**src/rtl/trace_ctrl_pkg.sv**
```systemverilog
// Shared types for the trace capture controller.
// Capture FSM states and trigger source selection.
package trace_ctrl_pkg;

    typedef enum logic [1:0] {
        IDLE,
        PRE,
        POST,
        DONE
    } state_t;

    typedef enum logic [1:0] {
        TRIG_IMM,
        TRIG_TIME,
        TRIG_EXT,
        TRIG_FORCE
    } trig_mode_t;

endpackage

```
**src/rtl/trace_dec_tick.sv**
```systemverilog
// Decimation counter: one sample tick every thr+1 enabled cycles.
// clr restarts the count so a new capture always begins at zero.
module trace_dec_tick #(
    parameter int DEC_WIDTH = 24
) (
    input  logic                 clk,
    input  logic                 rst,
    input  logic                 clr,
    input  logic                 en,
    input  logic [DEC_WIDTH-1:0] thr,
    output logic                 tick
);

    logic [DEC_WIDTH-1:0] cnt_q;

    // >= keeps the counter from running the full range if thr drops mid-count
    assign tick = en && (cnt_q >= thr);

    always_ff @(posedge clk or posedge rst) begin
        if (rst) begin
            cnt_q <= '0;
        end else if (clr) begin
            cnt_q <= '0;
        end else if (en) begin
            cnt_q <= tick ? '0 : cnt_q + 1'b1;
        end
    end

endmodule

```
**src/rtl/trace_capture_ctrl.sv**
```systemverilog
// Trace capture sequencer: decimated sampling into a circular trace RAM,
// trigger selection, post-trigger count and optional time stall when done.
module trace_capture_ctrl
    import trace_ctrl_pkg::*;
#(
    parameter int ADDR_WIDTH    = 10,
    parameter int TIME_WIDTH    = 64,
    parameter int DEC_WIDTH     = 24,
    parameter int DT_WIDTH      = 32,
    parameter bit STALL_ON_DONE = 1'b1
) (
    input  logic                  emu_clk,
    input  logic                  emu_rst,
    input  logic                  arm,
    input  logic                  abort,
    input  logic [1:0]            trig_mode,
    input  logic [TIME_WIDTH-1:0] trig_time,
    input  logic                  ext_trig,
    input  logic                  force_trig,
    input  logic [DEC_WIDTH-1:0]  dec_thr,
    input  logic [ADDR_WIDTH-1:0] post_count,
    input  logic [TIME_WIDTH-1:0] emu_time,
    output logic                  buf_we,
    output logic [ADDR_WIDTH-1:0] buf_addr,
    output logic [ADDR_WIDTH-1:0] trig_addr,
    output logic                  wrapped,
    output logic                  busy,
    output logic                  done,
    output logic [DT_WIDTH-1:0]   dt_req_stall
);

    state_t                state_q, state_nx;
    trig_mode_t            mode;
    logic [ADDR_WIDTH-1:0] addr_q;
    logic [ADDR_WIDTH-1:0] post_q;
    logic                  ext_r_q, ext_r2_q;
    logic                  pend_q;
    logic                  tick, tick_en;
    logic                  trig_evt, trig_now;
    logic                  go_pre, wr_en, trig_hit;

    assign mode    = trig_mode_t'(trig_mode);
    assign tick_en = (state_q == PRE) || (state_q == POST);

    trace_dec_tick #(
        .DEC_WIDTH(DEC_WIDTH)
    ) u_dec (
        .clk (emu_clk),
        .rst (emu_rst),
        .clr (go_pre),
        .en  (tick_en),
        .thr (dec_thr),
        .tick(tick)
    );

    always_comb begin
        trig_evt = ((mode == TRIG_EXT) && ext_r_q && !ext_r2_q)
                || ((mode == TRIG_FORCE) && force_trig);
        trig_now = 1'b0;
        unique case (mode)
            TRIG_IMM:  trig_now = 1'b1;
            TRIG_TIME: trig_now = (emu_time >= trig_time);
            default:   trig_now = trig_evt || pend_q;
        endcase
    end

    always_ff @(posedge emu_clk or posedge emu_rst) begin
        if (emu_rst) begin
            state_q <= IDLE;
        end else begin
            state_q <= state_nx;
        end
    end

    always_comb begin
        state_nx = state_q;
        go_pre   = 1'b0;
        wr_en    = 1'b0;
        trig_hit = 1'b0;
        unique case (state_q)
            IDLE, DONE: begin
                if (arm) begin
                    go_pre   = 1'b1;
                    state_nx = PRE;
                end
            end
            PRE: begin
                if (tick) begin
                    wr_en = 1'b1;
                    if (trig_now) begin
                        trig_hit = 1'b1;
                        state_nx = (post_count == '0) ? DONE : POST;
                    end
                end
            end
            POST: begin
                if (tick) begin
                    wr_en = 1'b1;
                    if (post_q == ADDR_WIDTH'(1)) state_nx = DONE;
                end
            end
            default: state_nx = IDLE;
        endcase
        if (abort) begin
            state_nx = IDLE;
            go_pre   = 1'b0;
            wr_en    = 1'b0;
            trig_hit = 1'b0;
        end
    end

    // post_count is ADDR_WIDTH wide, so it never exceeds DEPTH-1
    always_ff @(posedge emu_clk or posedge emu_rst) begin
        if (emu_rst) begin
            addr_q       <= '0;
            post_q       <= '0;
            ext_r_q      <= 1'b0;
            ext_r2_q     <= 1'b0;
            pend_q       <= 1'b0;
            buf_we       <= 1'b0;
            buf_addr     <= '0;
            trig_addr    <= '0;
            wrapped      <= 1'b0;
            busy         <= 1'b0;
            done         <= 1'b0;
            dt_req_stall <= '1;
        end else begin
            ext_r_q  <= ext_trig;
            ext_r2_q <= ext_r_q;
            buf_we   <= wr_en;
            if (go_pre) begin
                addr_q  <= '0;
                wrapped <= 1'b0;
                pend_q  <= 1'b0;
            end else if ((state_q == PRE) && trig_evt) begin
                pend_q <= 1'b1;
            end
            if (wr_en) begin
                buf_addr <= addr_q;
                addr_q   <= addr_q + 1'b1;
                if ((state_q == PRE) && (addr_q == '1)) wrapped <= 1'b1;
            end
            if (trig_hit) begin
                trig_addr <= addr_q;
                post_q    <= post_count;
            end else if (wr_en && (state_q == POST)) begin
                post_q <= post_q - 1'b1;
            end
            busy         <= (state_nx == PRE) || (state_nx == POST);
            done         <= (state_nx == DONE);
            dt_req_stall <= ((state_nx == DONE) && STALL_ON_DONE) ? '0 : '1;
        end
    end

endmodule

```
**config.mk**
```make
export PLATFORM = sky130hd
export DESIGN_NAME = trace_capture_ctrl
export DESIGN_NICKNAME = d
export VERILOG_FILES = /design/src/rtl/trace_ctrl_pkg.sv /design/src/rtl/trace_dec_tick.sv /design/src/rtl/trace_capture_ctrl.sv
export SDC_FILE = /design/constraint.sdc
export NUM_CORES = 1
export LEC_CHECK = 0
export ABC_CLOCK_PERIOD_IN_PS = 2700
export BUFFER_PORTS_ARGS = -buffer_cell sky130_fd_sc_hd__buf_4
export CORE_ASPECT_RATIO = 1.75
export CORE_MARGIN = 1
export CORE_UTILIZATION = 45
export DETAILED_ROUTE_END_ITERATION = 12
export PLACE_DENSITY = 0.84
export SETUP_SLACK_MARGIN = 0.15
export SLEW_MARGIN = 0
export SYNTH_ARGS = -nofsm -noshare
export SYNTH_HDL_FRONTEND = slang
export SYNTH_SLANG_ARGS = --single-unit
```
**constraint.sdc**
```tcl
create_clock -name emu_clk -period 2.7 [get_ports emu_clk]
set_clock_uncertainty 0.1 [all_clocks]
set_input_delay 0.405 -clock emu_clk [delete_from_list [all_inputs] [get_ports emu_clk]]
set_output_delay 0.405 -clock emu_clk [all_outputs]
set_load 0.02 [all_outputs]
```
Yosys cells after proc, flatten, opt, wreduce, memory -nomap -nowiden
Index checks and enable logic that the tools add are counted.

word-level totals
  register bits after elaboration = 105
  bits in latches = 0
  RAM bits = 0
  memory bits (read-only) = 0
  bits of input ports = 170
  output and inout bits = 56
  word-level logic and storage cells = 83
  memories = 0

operators by class
  add/sub/neg operators = 3
  $mul = 0
  divide/modulo/power cells = 0
  magnitude comparators = 2
  equality and inequality tests = 11
  shift-type cells = 0
  multiplexer cells = 32
  bitwise operators = 0
  reductions and logical operators = 21

operators by type and width
  operator                                                                 count
  24-bit two-way mux                                                       3
  64-bit greater-or-equal comparator                                       1
  10-bit two-way mux                                                       4
  32-bit two-way mux                                                       1
  24-bit by 1-bit adder with 24-bit output (second input constant)         1
  24-bit greater-or-equal comparator                                       1
  1-bit two-way mux                                                        16
  2-bit equality test (second input constant)                              6
  2-bit two-way mux                                                        6
  10-bit by 1-bit adder with 10-bit output (second input constant)         1
  10-bit by 1-bit equality test with 1-bit output (second input constant)  1
  10-bit equality test (second input constant)                             1
  10-bit logical NOT                                                       1
  10-bit by 1-bit subtractor with 10-bit output (second input constant)    1
  2-bit nonzero test                                                       4
  1-bit logical AND                                                        7
  2-bit by 1-bit equality test with 1-bit output (second input constant)   3
  2-bit one-hot mux with 3 select lines                                    1
  2-bit logical NOT                                                        2
  1-bit logical OR                                                         4
  2-bit OR reduction                                                       2
  1-bit one-hot mux with 2 select lines                                    1
  1-bit logical NOT                                                        1

Depth between registers and ports, before layout
  depth after elaboration = 12
  depth in mapped cells = 13
  gate-level depth less buffers = 12

By module
A second synthesis with hierarchy kept.

second synthesis, totals
  cells, all modules = 720
  area total of the unflattened synthesis = 6383.6 um^2

modules (own cells, without submodules)
  module              times used  cells an instance  area each (um^2)
  trace_capture_ctrl  1           469                4235.3
  trace_dec_tick      1           251                2148.3

Worst setup path before layout
OpenSTA, ideal clock, no wires.

  path kind = in2reg
  start point = input dec_thr[5]
  end point = register busy
  library setup time = 0.126 ns
  data arrival time = 2.721 ns
  path slack = -0.247 ns
  stages on the path = 10
  path through = inv_1 -> ha_1 -> o21ai_0 -> a2111oi_2 -> a211oi_2 -> o21a_1 -> or4_1 -> a311o_1 -> o311ai_1 -> ha_1

on the way
  word-level cells in the longest chain between the ends = 7
  elaborated cells on any way between the ends = 9
  those cells by class = order compare: 1; eq/ne: 2; mux: 4; reduce/logical: 2

ends and longest elaborated chain
  what                                                                                   line                                                text
  from (decl)                                                                            trace_capture_ctrl.sv:20                            input logic [DEC_WIDTH-1:0] dec_thr,
  24-bit greater-or-equal comparator (*)                                                 trace_dec_tick.sv:17                                assign tick = en && (cnt_q >= thr);
  1-bit logical AND (*)                                                                  trace_dec_tick.sv:17
  2-bit two-way mux, on equally long branches                                            trace_capture_ctrl.sv:97, trace_capture_ctrl.sv:88
  2-bit one-hot mux with 3 select lines (*)                                              trace_capture_ctrl.sv:80                            unique case (state_q)
  2-bit two-way mux (*)                                                                  trace_capture_ctrl.sv:104                           if (abort) begin
  named net state_nx[0]                                                                  trace_capture_ctrl.sv:32                            state_t state_q, state_nx;
  2-bit by 1-bit equality test with 1-bit output or 2-bit equality test (tied branches)  trace_capture_ctrl.sv:149                           busy <= (state_nx == PRE) || (state_nx == POST);
  1-bit logical OR (*)                                                                   trace_capture_ctrl.sv:149
  to (signal assigned)                                                                   trace_capture_ctrl.sv:149
  to (decl)                                                                              trace_capture_ctrl.sv:27                            output logic busy,

Mark *: on every way through the listed nets, which the timed path passes. The rest lies on a longest branch.
A chain may end at the register's enable or synchronous reset.

Worst setup path after layout
  start point = register u_dec.cnt_q[15]
  end point = register buf_addr[9]

on the way
  word-level cells in the longest chain between the ends = 5

ends and longest elaborated chain
  what                                line                                                text
  from (decl)                         trace_dec_tick.sv:14                                logic [DEC_WIDTH-1:0] cnt_q;
  from (signal assigned)              trace_dec_tick.sv:25                                cnt_q <= tick ? '0 : cnt_q + 1'b1;
  24-bit greater-or-equal comparator  trace_dec_tick.sv:17
  1-bit logical AND                   trace_dec_tick.sv:17
  1-bit two-way mux                   trace_capture_ctrl.sv:88, trace_capture_ctrl.sv:97
  1-bit two-way mux                   --
  1-bit two-way mux                   trace_capture_ctrl.sv:104
  to (signal assigned)                trace_capture_ctrl.sv:139                           buf_addr <= addr_q;
  to (decl)                           trace_capture_ctrl.sv:24                            output logic [ADDR_WIDTH-1:0] buf_addr,

Every way passes these cells.

==> results.py <==
metrics = {
    "synthesis": {
        "syn-num-nets": 1018,
        "synth.cell_area_mm2": 0.00621,
        "yosysSeqAreaShare": 0.298,
        "syn_inst": 752,
        "synth_ff_type": "dfrtp_1",
        "async_reset_ff_frac": 1.00,
        "ys_warn_count": 0,
        "synth.avg_cell_area_um2": 8.26,
        "synth_edf_count": 0,
        "ys_types": 65,
        "ys_ff_latch": 74,
    },
    "cts": {
        "clock_path_buffers": 2,
        "cts_tree": "done",
        "clock_latency_ns": 0.34,
        "cts_made_buffers": 9,
        "clkSlewWorstSetupHoldPaths_ns": 0.06,
        "cts_root_buffer": "clkbuf_16",
        "numClockSinks": 74,
        "htree_levels": 3,
    },
    "sta": {
        "slew_headroom": 0.545,
        "timing.final.crit_share": 1.10,
        "fin_crit_ns": 2.96,
        "maxSlewViolCount": 0,
        "hold_violations": 0,
        "max_freq_mhz": 338,
        "tightest_slew_ns": 0.680,
        "timing.hold.ws_ns": 0.0643,
        "rsz0062_at_grt": "yes",
        "setup_violations": 67,
        "setup_ws_ns": -0.258,
    },
    "floorplanning": {
        "io-pin-count": 226,
        "die_y_um": 157,
        "core_region_area_mm2": 0.0135,
        "initial_utilization": 0.462,
        "fp-row-count": 56,
        "die_x_um": 90.8,
        "die-area_mm2": 0.0143,
    },
    "worst_setup_path": {
        "cp_max_fo": 6,
        "startpoint_type": "flip-flop",
        "worstSetupPathType": "reg -> reg",
        "required_ns": 2.83,
        "reg2reg_slack_ns": -0.26,
        "endpoint_kind": "flip-flop",
        "critPathLaunch": "u_dec.cnt_q[15]$_DFFE_PP0P_",
        "arrival_ns": 3.09,
        "r2r-start": "u_dec.cnt_q[15]$_DFFE_PP0P_",
    },
    "pwr": {
        "ir_drop_uv": 369,
        "leakagePower_nw": 5.13,
        "p_per_area_mw_per_mm2": 351,
    },
    "outcome": {
        "status": "finished with violations",
        "violations": "setup timing",
    },
    "route": {
        "wl_um": 19700,
        "viasPerCell": 5.44,
        "vias": 6567,
        "ant_nets": 0,
        "avgRoutedWirePerCell_um": 16.3,
        "drt_iter0_markers": 248,
        "dr.pass1.iters": 4,
        "drc": 0,
    },
    "placement": {
        "place_inst": 1167,
        "portBuffers": 225,
        "gp_congestion": 0.864,
        "dp_hpwl_um": 13800,
    },
    "global_route": {
        "overflow": 0,
        "grt_pass1_vias": 6501,
        "antenna_found_initial": 0,
        "grt_start_max_net_pins": 54,
        "grt_pass1_wl_um": 29900,
        "grt_usage": 0.261,
    },
    "finish": {
        "fin_cells": 1207,
        "layout-drive-gt1-share": 0.430,
        "fillers": 977,
        "fin_nets": 1294,
        "diodes": 0,
        "synthToLayoutAreaGrowth_pct": 54.5,
    },
    "min_path": {
        "hold_path_class": "in -> reg",
        "hp-start": "ext_trig",
    },
    "flow_run": {
        "maxCapViolCount": 0,
    },
}
-- worst paths after layout --
kind | to | cells after the start
worst max-delay path | buf_addr[9]$_DFFE_PP0P_ | 18
worst min-delay path | ext_r_q$_DFF_PP0_ | 1
worst max register to register | buf_addr[9]$_DFFE_PP0P_ | 18
worst min register to register | ext_r2_q$_DFF_PP0_ | 0
max in group asynchronous | dt_req_stall[30]$_DFF_PP1_ | 4
min in group asynchronous | buf_addr[1]$_DFFE_PP0P_ | 3
-- cell usage in the layout (no fill, tap or decap), types with 4 or more instances in the layout --
master,n
buf_4,285
inv_1,104
ha_1,90
nand2_1,81
dfrtp_1,73
a21oi_1,31
nand3_1,23
o21ai_2,23
o21ai_0,21
nor2_1,20
o21ai_1,18
nand4_1,17
nor3_1,17
buf_6,13
and3_1,12
a21o_1,11
nand2_2,11
mux2_4,10
clkbuf_16,9
nand2b_1,8
nand2_4,7
buf_12,7
o211ai_1,6
o31ai_2,6
ha_4,6
or3_1,5
mux2i_1,5
and4_1,4
o21a_1,4
o21ai_4,4
a21oi_2,4
nor2b_4,4
o41ai_2,4
inv_2,4
nand3_2,4
-- registers in the layout (all words and copies together), names as in the netlist, 2 cells and up --
signal       count
u_dec.cnt_q     24
state_q          2
trig_addr       10
addr_q          10
buf_addr        10
post_q          10
-- timing repair --
| item | 4_1_cts | 5_1_grt |
|---|---|---|
| gates cloned | 5 | 0 |
| setup buffers | 10 | 8 |
| hold buffers | 1 | 0 |
| setup endpoints to repair | 65 | 70 |
| resized for setup | 136 | 69 |
| endpoints found under the hold margin | 9 | 0 |
| pin swaps | 43 | 24 |
-- metal layers --
| layer | global-route usage | part of all wire | vias up |
|---|---|---|---|
| met5 | 0 | 0 | - |
| met4 | 0.132 | 0.037 | 0 |
| met3 | 0.0295 | 0.040 | 57 |
| met2 | 0.507 | 0.55 | 220 |
| met1 | 0.275 | 0.37 | 3137 |
| li1 | - | - | 3153 |
-- cell families (layout without fill, tap and decap cells) --
| group | Yosys count | in the layout | synth area share |
|---|---|---|---|
| AOI/OAI and AO/OA | 163 | 163 | 0.162 |
| DFF | 74 | 74 | 0.298 |
| adders and majority gates | 96 | 96 | 0.193 |
| and+or+nand+nor | 244 | 245 | 0.198 |
| xor gates and xnor gates | 5 | 5 | 0.00705 |
| muxes | 15 | 15 | 0.0262 |
| buffers and inverters | 155 | 435 | 0.115 |
-- Yosys cell counts (3+ instances only) --
cell / instances / area share
mux2_2: 10 / 0.018
inv_1: 108 / 0.065
a21oi_1: 36 / 0.029
xor2_1: 3 / 0.0042
dfrtp_1: 73 / 0.29
nand2_1: 98 / 0.059
a21o_1: 11 / 0.013
o31ai_1: 9 / 0.011
a221oi_1: 3 / 0.0042
a22oi_1: 4 / 0.0048
o41ai_1: 5 / 0.0070
and3_1: 12 / 0.012
nor2_1: 21 / 0.013
and4_1: 4 / 0.0056
buf_4: 32 / 0.039
or3_1: 6 / 0.0060
ha_1: 96 / 0.19
buf_2: 5 / 0.0040
nand3_1: 28 / 0.023
mux2i_1: 5 / 0.0081
nand4_1: 17 / 0.017
o211ai_1: 6 / 0.0072
or4_1: 4 / 0.0048
o21ai_0: 64 / 0.052
nor3_1: 18 / 0.014
nand2b_1: 8 / 0.0081
nor2b_1: 5 / 0.0050
o21a_1: 4 / 0.0048
a211oi_1: 4 / 0.0048
clkbuf_1: 7 / 0.0042
and2_1: 3 / 0.0030
or2_2: 3 / 0.0030
-- worst max-delay path, stage by stage, from the launching register on --
cell and delay, ns:
dfrtp_1 0.44, ha_4 0.24, buf_6 0.11, buf_6 0.10, o21ai_2 0.05, nor2_1 0.06, or3_1 0.37, a211oi_2 0.29
buf_4 0.17, buf_6 0.09, o21ai_4 0.06, nand2_2 0.10, buf_6 0.14, inv_12 0.05, buf_12 0.14, buf_12 0.13
buf_6 0.10, nand2_2 0.05, nand2_1 0.04
-- layout make-up --
type | instances | area (µm²) | share of cell area
Inverter | 109 | 422 | 0.0439
Clock inverter | 7 | 83.8 | 0.00873
Clock buffer | 9 | 225 | 0.0235
Multi-Input combinational cell | 524 | 4290 | 0.447
Timing Repair Buffer | 310 | 2510 | 0.261
Tap cell | 174 | 218 | 0.0227
Sequential cell | 74 | 1850 | 0.193
-- power breakdown --
group,leakage (nW),switching [mW],internal (mW),total (mW)
clock,0.149,0.529,0.734,1.26
combinational,4.00,0.481,0.478,0.959
sequential,0.985,0.0172,1.13,1.15
total,5.13,1.03,2.35,3.37
-- metrics by stage --
step,worst slack [ns],utilization,TNS (ns),power (mW),cell area (µm²)
2_1_floorplan,-0.0242,-,-0.0242,1.58,6250
3_5_place_dp,-0.373,0.621,-9.41,1.96,8350
5_1_grt,-0.350,0.714,-16.28,3.53,9600
3_3_place_gp,-0.309,0.621,-7.20,1.94,8350
6_report,-0.258,0.714,-11.02,3.37,9600
4_1_cts,-0.190,0.686,-6.46,3.30,9220
No activity file was read; power rests on OpenSTA's default activity.
